File: config.mk
export PLATFORM = sky130hd
export DESIGN_NAME = draw_scheduler_flat
export DESIGN_NICKNAME = d
export VERILOG_FILES = /design/src/rtl/draw_scheduler_pkg.sv /design/src/rtl/draw_scheduler_if.sv /design/src/rtl/draw_scheduler_shape_scan.sv /design/src/rtl/draw_scheduler.sv /design/src/flat_wrapper.sv
export SDC_FILE = /design/constraint.sdc
export NUM_CORES = 1
export LEC_CHECK = 0
export CORE_ASPECT_RATIO = 0.5
export CORE_MARGIN = 3
export CORE_UTILIZATION = 55
export CTS_BUF_LIST = sky130_fd_sc_hd__clkbuf_16
export DETAILED_ROUTE_END_ITERATION = 7
export GPL_TIMING_DRIVEN = 0
export PLACE_DENSITY = 0.79
export SYNTH_ARGS = -nofsm -noshare
export SYNTH_HDL_FRONTEND = slang
export SYNTH_SLANG_ARGS = --single-unit
File: constraint.sdc
create_clock -name clock -period 4.8 [get_ports clock]
set_clock_uncertainty 0.15 [all_clocks]
set_input_delay 0.96 -clock clock [delete_from_list [all_inputs] [get_ports clock]]
set_output_delay 0.96 -clock clock [all_outputs]
set_load 0.05 [all_outputs]
File: src/rtl/draw_scheduler_pkg.sv
// Shared types and constants for the Mastermind board draw scheduler:
// shape encodings, per-shape sizes, screen limits and feedback peg layout.
package draw_pkg;

  typedef enum logic [1:0] {
    SHAPE_BIG    = 2'd0,
    SHAPE_MEDIUM = 2'd1,
    SHAPE_ERASE  = 2'd2,
    SHAPE_PEGS   = 2'd3
  } shape_t;

  typedef enum logic [1:0] {
    ST_IDLE = 2'd0,
    ST_DRAW = 2'd1,
    ST_DONE = 2'd2
  } state_t;

  localparam int COL_W = 7;
  localparam int ROW_W = 5;

  localparam logic [COL_W-1:0] BIG_W   = 7'd20;
  localparam logic [COL_W-1:0] MED_W   = 7'd10;
  localparam logic [COL_W-1:0] ERASE_W = 7'd110;
  localparam logic [COL_W-1:0] PEGS_W  = 7'd22;

  localparam logic [ROW_W-1:0] BIG_H   = 5'd20;
  localparam logic [ROW_W-1:0] MED_H   = 5'd10;
  localparam logic [ROW_W-1:0] ERASE_H = 5'd20;
  localparam logic [ROW_W-1:0] PEGS_H  = 5'd4;

  localparam int SCREEN_W = 160;
  localparam int SCREEN_H = 120;

  localparam logic [COL_W-1:0] PEG_PITCH = 7'd6;
  localparam logic [COL_W-1:0] PEG_W     = 7'd4;
  localparam logic [2:0]       COLOUR_WHITE = 3'b111;

  // Marker returned by peg_index for columns that fall in a gap.
  localparam logic [2:0] PEG_NONE = 3'd7;

  function automatic logic [COL_W-1:0] shape_width(input shape_t s);
    case (s)
      SHAPE_BIG:    return BIG_W;
      SHAPE_MEDIUM: return MED_W;
      SHAPE_ERASE:  return ERASE_W;
      default:      return PEGS_W;
    endcase
  endfunction

  function automatic logic [ROW_W-1:0] shape_height(input shape_t s);
    case (s)
      SHAPE_BIG:    return BIG_H;
      SHAPE_MEDIUM: return MED_H;
      SHAPE_ERASE:  return ERASE_H;
      default:      return PEGS_H;
    endcase
  endfunction

  // Which of the four feedback pegs a column belongs to, without dividing.
  function automatic logic [2:0] peg_index(input logic [COL_W-1:0] col);
    logic [2:0]       idx;
    logic [COL_W-1:0] base;
    idx  = PEG_NONE;
    base = '0;
    for (int k = 0; k < 4; k++) begin
      if (col >= base && col < base + PEG_W) idx = 3'(k);
      base = base + PEG_PITCH;
    end
    return idx;
  endfunction

endpackage

File: src/rtl/draw_scheduler_if.sv
// Command channel from the game FSM into the draw scheduler.
// With DRAW_SCHEDULER_FEEDBACK_SPLIT_EN the channel also carries cmd_peg_black.
interface draw_scheduler_if
  import draw_pkg::*;
#(
  parameter int X_W      = 8,
  parameter int Y_W      = 7,
  parameter int COLOUR_W = 3
);
  logic                cmd_valid;
  logic                cmd_ready;
  shape_t              cmd_shape;
  logic [X_W-1:0]      cmd_x;
  logic [Y_W-1:0]      cmd_y;
  logic [COLOUR_W-1:0] cmd_colour;
  logic [2:0]          cmd_peg_count;
`ifdef DRAW_SCHEDULER_FEEDBACK_SPLIT_EN
  logic [2:0]          cmd_peg_black;

  modport master (
    output cmd_valid, cmd_shape, cmd_x, cmd_y, cmd_colour, cmd_peg_count, cmd_peg_black,
    input  cmd_ready
  );
  modport slave (
    input  cmd_valid, cmd_shape, cmd_x, cmd_y, cmd_colour, cmd_peg_count, cmd_peg_black,
    output cmd_ready
  );
`else
  modport master (
    output cmd_valid, cmd_shape, cmd_x, cmd_y, cmd_colour, cmd_peg_count,
    input  cmd_ready
  );
  modport slave (
    input  cmd_valid, cmd_shape, cmd_x, cmd_y, cmd_colour, cmd_peg_count,
    output cmd_ready
  );
`endif
endinterface

File: src/rtl/draw_scheduler_shape_scan.sv
// Raster scan counter: col runs 0..width-1, then row steps, wrapping to
// (0,0) after the last pixel. start clears, advance steps one pixel.
module shape_scan
  import draw_pkg::*;
(
  input  logic             clock,
  input  logic             reset,
  input  logic             start,
  input  logic             advance,
  input  logic [COL_W-1:0] width,
  input  logic [ROW_W-1:0] height,
  output logic [COL_W-1:0] col,
  output logic [ROW_W-1:0] row,
  output logic             last
);
  logic col_end;
  logic row_end;

  assign col_end = (col == width - 1'b1);
  assign row_end = (row == height - 1'b1);
  assign last    = col_end & row_end;

  // Column/row counters in raster order.
  always_ff @(posedge clock) begin
    if (reset || start) begin
      col <= '0;
      row <= '0;
    end else if (advance) begin
      if (col_end) begin
        col <= '0;
        row <= row_end ? '0 : row + 1'b1;
      end else begin
        col <= col + 1'b1;
      end
    end
  end
endmodule

File: src/rtl/draw_scheduler.sv
// Draw scheduler: accepts one rectangle command and emits one registered
// pixel write per clock until the shape is swept, then pulses done.
// Optional feature macro: DRAW_SCHEDULER_FEEDBACK_SPLIT_EN (black/white pegs).
//
// state   | meaning
// IDLE    | ready for a command; pixel (0,0) is registered on accept
// DRAW    | one pixel on the outputs per cycle
// DONE    | one-cycle completion pulse
//
// The scan counter runs one pixel ahead of the outputs, so the handshake
// cycle already registers pixel (0,0) and last_q marks the final output pixel.
module draw_scheduler
  import draw_pkg::*;
#(
  parameter int X_W      = 8,
  parameter int Y_W      = 7,
  parameter int COLOUR_W = 3
) (
  input  logic                clock,
  input  logic                reset,
  draw_scheduler_if.slave     cmd,
  output logic [X_W-1:0]      vga_x,
  output logic [Y_W-1:0]      vga_y,
  output logic [COLOUR_W-1:0] vga_colour,
  output logic                vga_plot,
  output logic                busy,
  output logic                done
);
  state_t state, state_nxt;
  logic   accept, emit, ready, last_q;

  shape_t              shape_q, src_shape;
  logic [X_W-1:0]      org_x, src_x;
  logic [Y_W-1:0]      org_y, src_y;
  logic [COLOUR_W-1:0] colour_q, src_colour;
  logic [2:0]          peg_count_q, src_pc;
`ifdef DRAW_SCHEDULER_FEEDBACK_SPLIT_EN
  logic [2:0]          peg_black_q, src_black, black_lim;
`endif

  logic [COL_W-1:0]    col;
  logic [ROW_W-1:0]    row;
  logic                scan_last;

  logic [X_W:0]        x_sum;
  logic [Y_W:0]        y_sum;
  logic [2:0]          peg_k;
  logic                in_screen, peg_vis, plot_nxt;
  logic [COLOUR_W-1:0] pix_colour;

  assign cmd.cmd_ready = ready;

  // State register.
  always_ff @(posedge clock) begin
    if (reset) state <= ST_IDLE;
    else       state <= state_nxt;
  end

  // Next state, handshake and status outputs.
  always_comb begin
    state_nxt = state;
    accept    = 1'b0;
    emit      = 1'b0;
    ready     = 1'b0;
    busy      = 1'b0;
    done      = 1'b0;
    case (state)
      ST_IDLE: begin
        ready = 1'b1;
        if (cmd.cmd_valid) begin
          accept    = 1'b1;
          emit      = 1'b1;
          state_nxt = ST_DRAW;
        end
      end
      ST_DRAW: begin
        busy = 1'b1;
        if (last_q) state_nxt = ST_DONE;
        else        emit      = 1'b1;
      end
      ST_DONE: begin
        done      = 1'b1;
        state_nxt = ST_IDLE;
      end
      default: state_nxt = ST_IDLE;
    endcase
  end

  // Command latch; the live command fields are only used in the accept cycle.
  always_ff @(posedge clock) begin
    if (reset) begin
      shape_q     <= SHAPE_BIG;
      org_x       <= '0;
      org_y       <= '0;
      colour_q    <= '0;
      peg_count_q <= '0;
`ifdef DRAW_SCHEDULER_FEEDBACK_SPLIT_EN
      peg_black_q <= '0;
`endif
    end else if (accept) begin
      shape_q     <= cmd.cmd_shape;
      org_x       <= cmd.cmd_x;
      org_y       <= cmd.cmd_y;
      colour_q    <= cmd.cmd_colour;
      peg_count_q <= cmd.cmd_peg_count;
`ifdef DRAW_SCHEDULER_FEEDBACK_SPLIT_EN
      peg_black_q <= cmd.cmd_peg_black;
`endif
    end
  end

  // Marks that the pixel now on the outputs is the last of the shape.
  always_ff @(posedge clock) begin
    if (reset) last_q <= 1'b0;
    else       last_q <= emit & scan_last;
  end

  // Pixel source: the incoming command on accept, the latched one afterwards.
  always_comb begin
    src_shape  = accept ? cmd.cmd_shape     : shape_q;
    src_x      = accept ? cmd.cmd_x         : org_x;
    src_y      = accept ? cmd.cmd_y         : org_y;
    src_colour = accept ? cmd.cmd_colour    : colour_q;
    src_pc     = accept ? cmd.cmd_peg_count : peg_count_q;
`ifdef DRAW_SCHEDULER_FEEDBACK_SPLIT_EN
    src_black  = accept ? cmd.cmd_peg_black : peg_black_q;
`endif
  end

  shape_scan u_scan (
    .clock   (clock),
    .reset   (reset),
    .start   (~emit),
    .advance (emit),
    .width   (shape_width(src_shape)),
    .height  (shape_height(src_shape)),
    .col     (col),
    .row     (row),
    .last    (scan_last)
  );

  // Coordinates one bit wider than the port so off-screen pixels are caught.
  always_comb begin
    x_sum     = {1'b0, src_x} + {{(X_W + 1 - COL_W){1'b0}}, col};
    y_sum     = {1'b0, src_y} + {{(Y_W + 1 - ROW_W){1'b0}}, row};
    in_screen = (x_sum < (X_W + 1)'(SCREEN_W)) && (y_sum < (Y_W + 1)'(SCREEN_H));
    peg_k     = peg_index(col);
    // peg_count above 4 shows nothing rather than saturating.
    peg_vis   = (peg_k != PEG_NONE) && (src_pc <= 3'd4) && (peg_k < src_pc);
    plot_nxt  = in_screen && ((src_shape != SHAPE_PEGS) || peg_vis);
`ifdef DRAW_SCHEDULER_FEEDBACK_SPLIT_EN
    black_lim  = (src_black > src_pc) ? src_pc : src_black;
    pix_colour = ((src_shape == SHAPE_PEGS) && (peg_k >= black_lim))
                 ? COLOUR_W'(COLOUR_WHITE) : src_colour;
`else
    pix_colour = src_colour;
`endif
  end

  // Registered VGA adapter outputs; plot drops whenever no pixel is emitted.
  always_ff @(posedge clock) begin
    if (reset) begin
      vga_x      <= '0;
      vga_y      <= '0;
      vga_colour <= '0;
      vga_plot   <= 1'b0;
    end else if (emit) begin
      vga_x      <= x_sum[X_W-1:0];
      vga_y      <= y_sum[Y_W-1:0];
      vga_colour <= pix_colour;
      vga_plot   <= plot_nxt;
    end else begin
      vga_plot   <= 1'b0;
    end
  end
endmodule

File: src/flat_wrapper.sv
// flat-port wrapper written by rule: the top's interface ports become plain ports
module draw_scheduler_flat import draw_pkg::*;
#(
  parameter int X_W      = 8,
  parameter int Y_W      = 7,
  parameter int COLOUR_W = 3
)
  (clock, reset, vga_x, vga_y, vga_colour, vga_plot, busy, done, cmd_cmd_valid, cmd_cmd_shape, cmd_cmd_x, cmd_cmd_y, cmd_cmd_colour, cmd_cmd_peg_count, cmd_cmd_ready);
  draw_scheduler_if #(.X_W(X_W), .Y_W(Y_W), .COLOUR_W(COLOUR_W)) cmd_i ();
  input  logic clock;
  input  logic reset;
  output logic [X_W-1:0] vga_x;
  output logic [Y_W-1:0] vga_y;
  output logic [COLOUR_W-1:0] vga_colour;
  output logic vga_plot;
  output logic busy;
  output logic done;
  input wire logic [$bits(cmd_i.cmd_valid)-1:0] cmd_cmd_valid;
  input wire logic [$bits(cmd_i.cmd_shape)-1:0] cmd_cmd_shape;
  input wire logic [$bits(cmd_i.cmd_x)-1:0] cmd_cmd_x;
  input wire logic [$bits(cmd_i.cmd_y)-1:0] cmd_cmd_y;
  input wire logic [$bits(cmd_i.cmd_colour)-1:0] cmd_cmd_colour;
  input wire logic [$bits(cmd_i.cmd_peg_count)-1:0] cmd_cmd_peg_count;
  output wire logic [$bits(cmd_i.cmd_ready)-1:0] cmd_cmd_ready;
  assign cmd_i.cmd_valid = cmd_cmd_valid;
  assign cmd_i.cmd_shape = cmd_cmd_shape;
  assign cmd_i.cmd_x = cmd_cmd_x;
  assign cmd_i.cmd_y = cmd_cmd_y;
  assign cmd_i.cmd_colour = cmd_cmd_colour;
  assign cmd_i.cmd_peg_count = cmd_cmd_peg_count;
  assign cmd_cmd_ready = cmd_i.cmd_ready;
  draw_scheduler #(.X_W(X_W), .Y_W(Y_W), .COLOUR_W(COLOUR_W)) u_core (.clock(clock), .reset(reset), .cmd(cmd_i), .vga_x(vga_x), .vga_y(vga_y), .vga_colour(vga_colour), .vga_plot(vga_plot), .busy(busy), .done(done));
endmodule
==> impl_metrics.toml <==
[clocking]
clkSlewWorstSetupHoldPaths_ns = 0.05
postCtsHoldBufs = 0
cts_resized = 0
htreeDepth = 3
cts_buffers = 9
cts_tree = "built"
postCtsSetupRepairBufs = 0
clock_latency_ns = 0.33
cts_sinks = 57
clockRootBuffer = "clkbuf_16"
cts_max_path_buffers = 2

[worst_setup_path]
r2r_slack_ns = 1.52
worstPathArrival_ns = 4.08
endpoint_kind = "flop"
rr_startpoint = "u_core.state[1]"
cp_max_fo = 10
cp.required_ns = 4.87
worstReg2RegEnd = "u_core.vga_plot"
start_kind = "input port"
reg2reg_depth = 13
crit_type = "input port to flop"

[worst_hold_path]
worstHoldPathCells = 2
hold_class = "flop to flop"
holdPathEnd = "u_core.vga_y[0]"
worstHoldStart = "u_core.vga_y[0]"

[floorplan]
dieWidth_um = 110
rows = 18
dieHeight_um = 58.2
ios = 48
core_area_sq_mm = 0.00509
start_util = 0.589
dieArea_sq_mm = 0.00643

[final_layout]
area_delta_synth_final_pct = 28.2
num_antenna_cells = 0
layout.cells.non_filler = 458
finalInstanceArea_sq_mm = 0.00384
fill_cells = 369
layout-drive-gt1-share = 0.111
fin_nets = 433

[route]
antenna_left = 0
drcViolationCount = 0
via_per_inst = 5.67
vias = 2596
routed_wl_um = 7410
drt_iter0_markers = 158
firstDrtPassIters = 5
routedWlPerCell_um = 16.2

[placed_design]
hpwl_um = 5450
placed_cell_area_sq_mm = 0.00355
gp_congestion = 0.840
dp_cells = 442
io_buffers = 46

[yosys]
syn_nets = 376
netlist_area_sq_mm = 0.00300
ys_ff_latch = 57
netlist.top_cell.by_area = "dfxtp_1"
postSynthCellCount = 326
synth_cell_types = 46
ys_top_cells_by_area = "dfxtp_1, ha_1, mux2_2"
async_reset_ff_frac = 0
synthFlopType = "dfxtp_1"
syn_avg_cell_area_sq_um = 9.20
netlist.area_leader.share = 0.380
synth_edf_count = 0
yosysSeqAreaShare = 0.380
yosysWarnings = 0

[timing]
rsz0062_at_grt = "false"
worst_slew_pin_slew_ns = 0.614
whs_ns = 0.306
tns_ns = 0
finalHoldViolCount = 0
fin_crit_ns = 4.01
finalMaxSlewViolations = 0
period_share = 0.835
finalSetupViolCount = 0
timing.fmax_ghz = 0.249
slew_headroom = 0.590

[power_and_ir_drop]
power_uw = 1400
peakVddDrop_uv = 224
p_leak_uw = 0.00161
power_density_mw_per_mm2 = 364

[grt]
grt.total_usage = 0.241
grt_pass1_vias = 2500
grt_overflow_total = 0
grt_pass1_wl_um = 12000
antenna_found_initial = 0
grt_max_degree = 12

[status]
outcome = "complete, no violations"

[job]
maxCapViolations = 0
-- worst max-delay path by stage --
stage                             start         endpoint  slack [ns]  cells past startpoint
after floorplan           cmd_cmd_valid  u_core.vga_plot        1.33                     12
after global placement    cmd_cmd_valid  u_core.vga_plot        0.55                     13
after detailed placement  cmd_cmd_valid  u_core.vga_plot        0.47                     13
after CTS                 cmd_cmd_valid  u_core.vga_plot        0.80                     13
after global routing      cmd_cmd_valid  u_core.vga_plot        0.64                     14
final                     cmd_cmd_valid  u_core.vga_plot        0.79                     14
-- layer usage --
metal	GRT usage	wire length [um]	vias up
met1	0.323	3510	1229
met3	0.0667	522	15
met2	0.378	3280	105
met5	0	0	-
li1	-	-	1247
met4	0.0877	103	0
-- logic make-up after synthesis --
| kind of cell | Yosys count | synth area share |
|---|---|---|
| and+or+nand+nor | 129 | 0.219 |
| DFF | 57 | 0.380 |
| AOI/OAI and AO/OA | 52 | 0.110 |
| muxes | 24 | 0.0897 |
| adders and majority gates | 24 | 0.105 |
| xor gates and xnor gates | 20 | 0.0647 |
| buffers and inverters | 20 | 0.0305 |
-- synth_stat cells (2+ instances only) --
cell type and instances:
a31oi_1 2, mux2i_1 10, mux2_2 13, nand3_1 7, o21ai_0 12, xnor2_1 8
clkbuf_1 8, and3b_1 3, nand2b_1 8, o211ai_1 3, a21oi_1 17, dfxtp_1 57
nor2_1 39, nor2b_1 16, nand3b_1 3, a21o_1 2, fa_1 2, nor3_1 5
nand4_1 6, nand2_1 27, a211oi_1 8, and3_1 6, xor2_1 11, nor3b_1 2
inv_1 6, ha_1 22, buf_2 4
-- cells in the final DEF (no fill, tap or decap), types with 7 or more instances in the layout --
master,Yosys,final
nor2_1,39,39
a211oi_1,8,8
dfxtp_1,57,57
mux2_2,13,13
clkbuf_16,0,9
clkdlybuf4s50_1,0,46
clkbuf_1,8,8
nand2b_1,8,8
xnor2_1,8,8
a21oi_1,17,17
nor2b_1,16,16
nand2_1,27,27
mux2i_1,10,10
o21ai_0,12,12
ha_1,22,22
nand3_1,7,7
xor2_1,11,11
-- metrics by stage --
stage | util | worst slack [ns]
floorplan | - | 1.33
global placement | 0.697 | 0.546
detailed placement | 0.697 | 0.471
CTS | 0.755 | 0.803
global route | 0.755 | 0.641
finish | 0.755 | 0.792
-- layout make-up --
type	count	area [sq um]	share of cell area
buffer	14	68.8	0.0179
clock buffer	9	225	0.0586
clock inverter	7	71.3	0.0186
inverter	6	22.5	0.00586
multi-input combinational	249	1770	0.460
sequential	57	1140	0.297
tap	70	87.6	0.0228
timing repair buffer	46	460	0.120
-- critical path, cell delays in order --
cell	delay, ns
clkdlybuf4s50_1	0.48
nor3b_2	0.21
buf_6	0.19
buf_2	0.30
mux2_2	0.22
ha_1	0.16
inv_1	0.06
fa_1	0.37
nand2b_1	0.20
a21oi_1	0.25
o31a_1	0.19
nor2_1	0.06
o221a_2	0.26
and3_1	0.15
-- report_power, final --
group / internal (uW) / switching (uW) / leakage (uW)
Combinational: 103 / 153 / 0.00100
Sequential: 502 / 16.3 / 0.000467
Clock: 399 / 226 / 0.000137
Total: 1000 / 396 / 0.00161
-- registers in the layout (all words and copies together), names as in the netlist --
name                count
u_core.org_y            7
u_core.state            2
u_core.vga_x            8
u_core.last_q           1
u_core.org_x            8
u_core.u_scan.row       5
u_core.colour_q         3
u_core.shape_q          2
u_core.vga_y            7
u_core.u_scan.col       7
u_core.peg_count_q      3
u_core.vga_plot         1
u_core.vga_colour       3
Note: power is estimated with default switching activity, not from simulation.
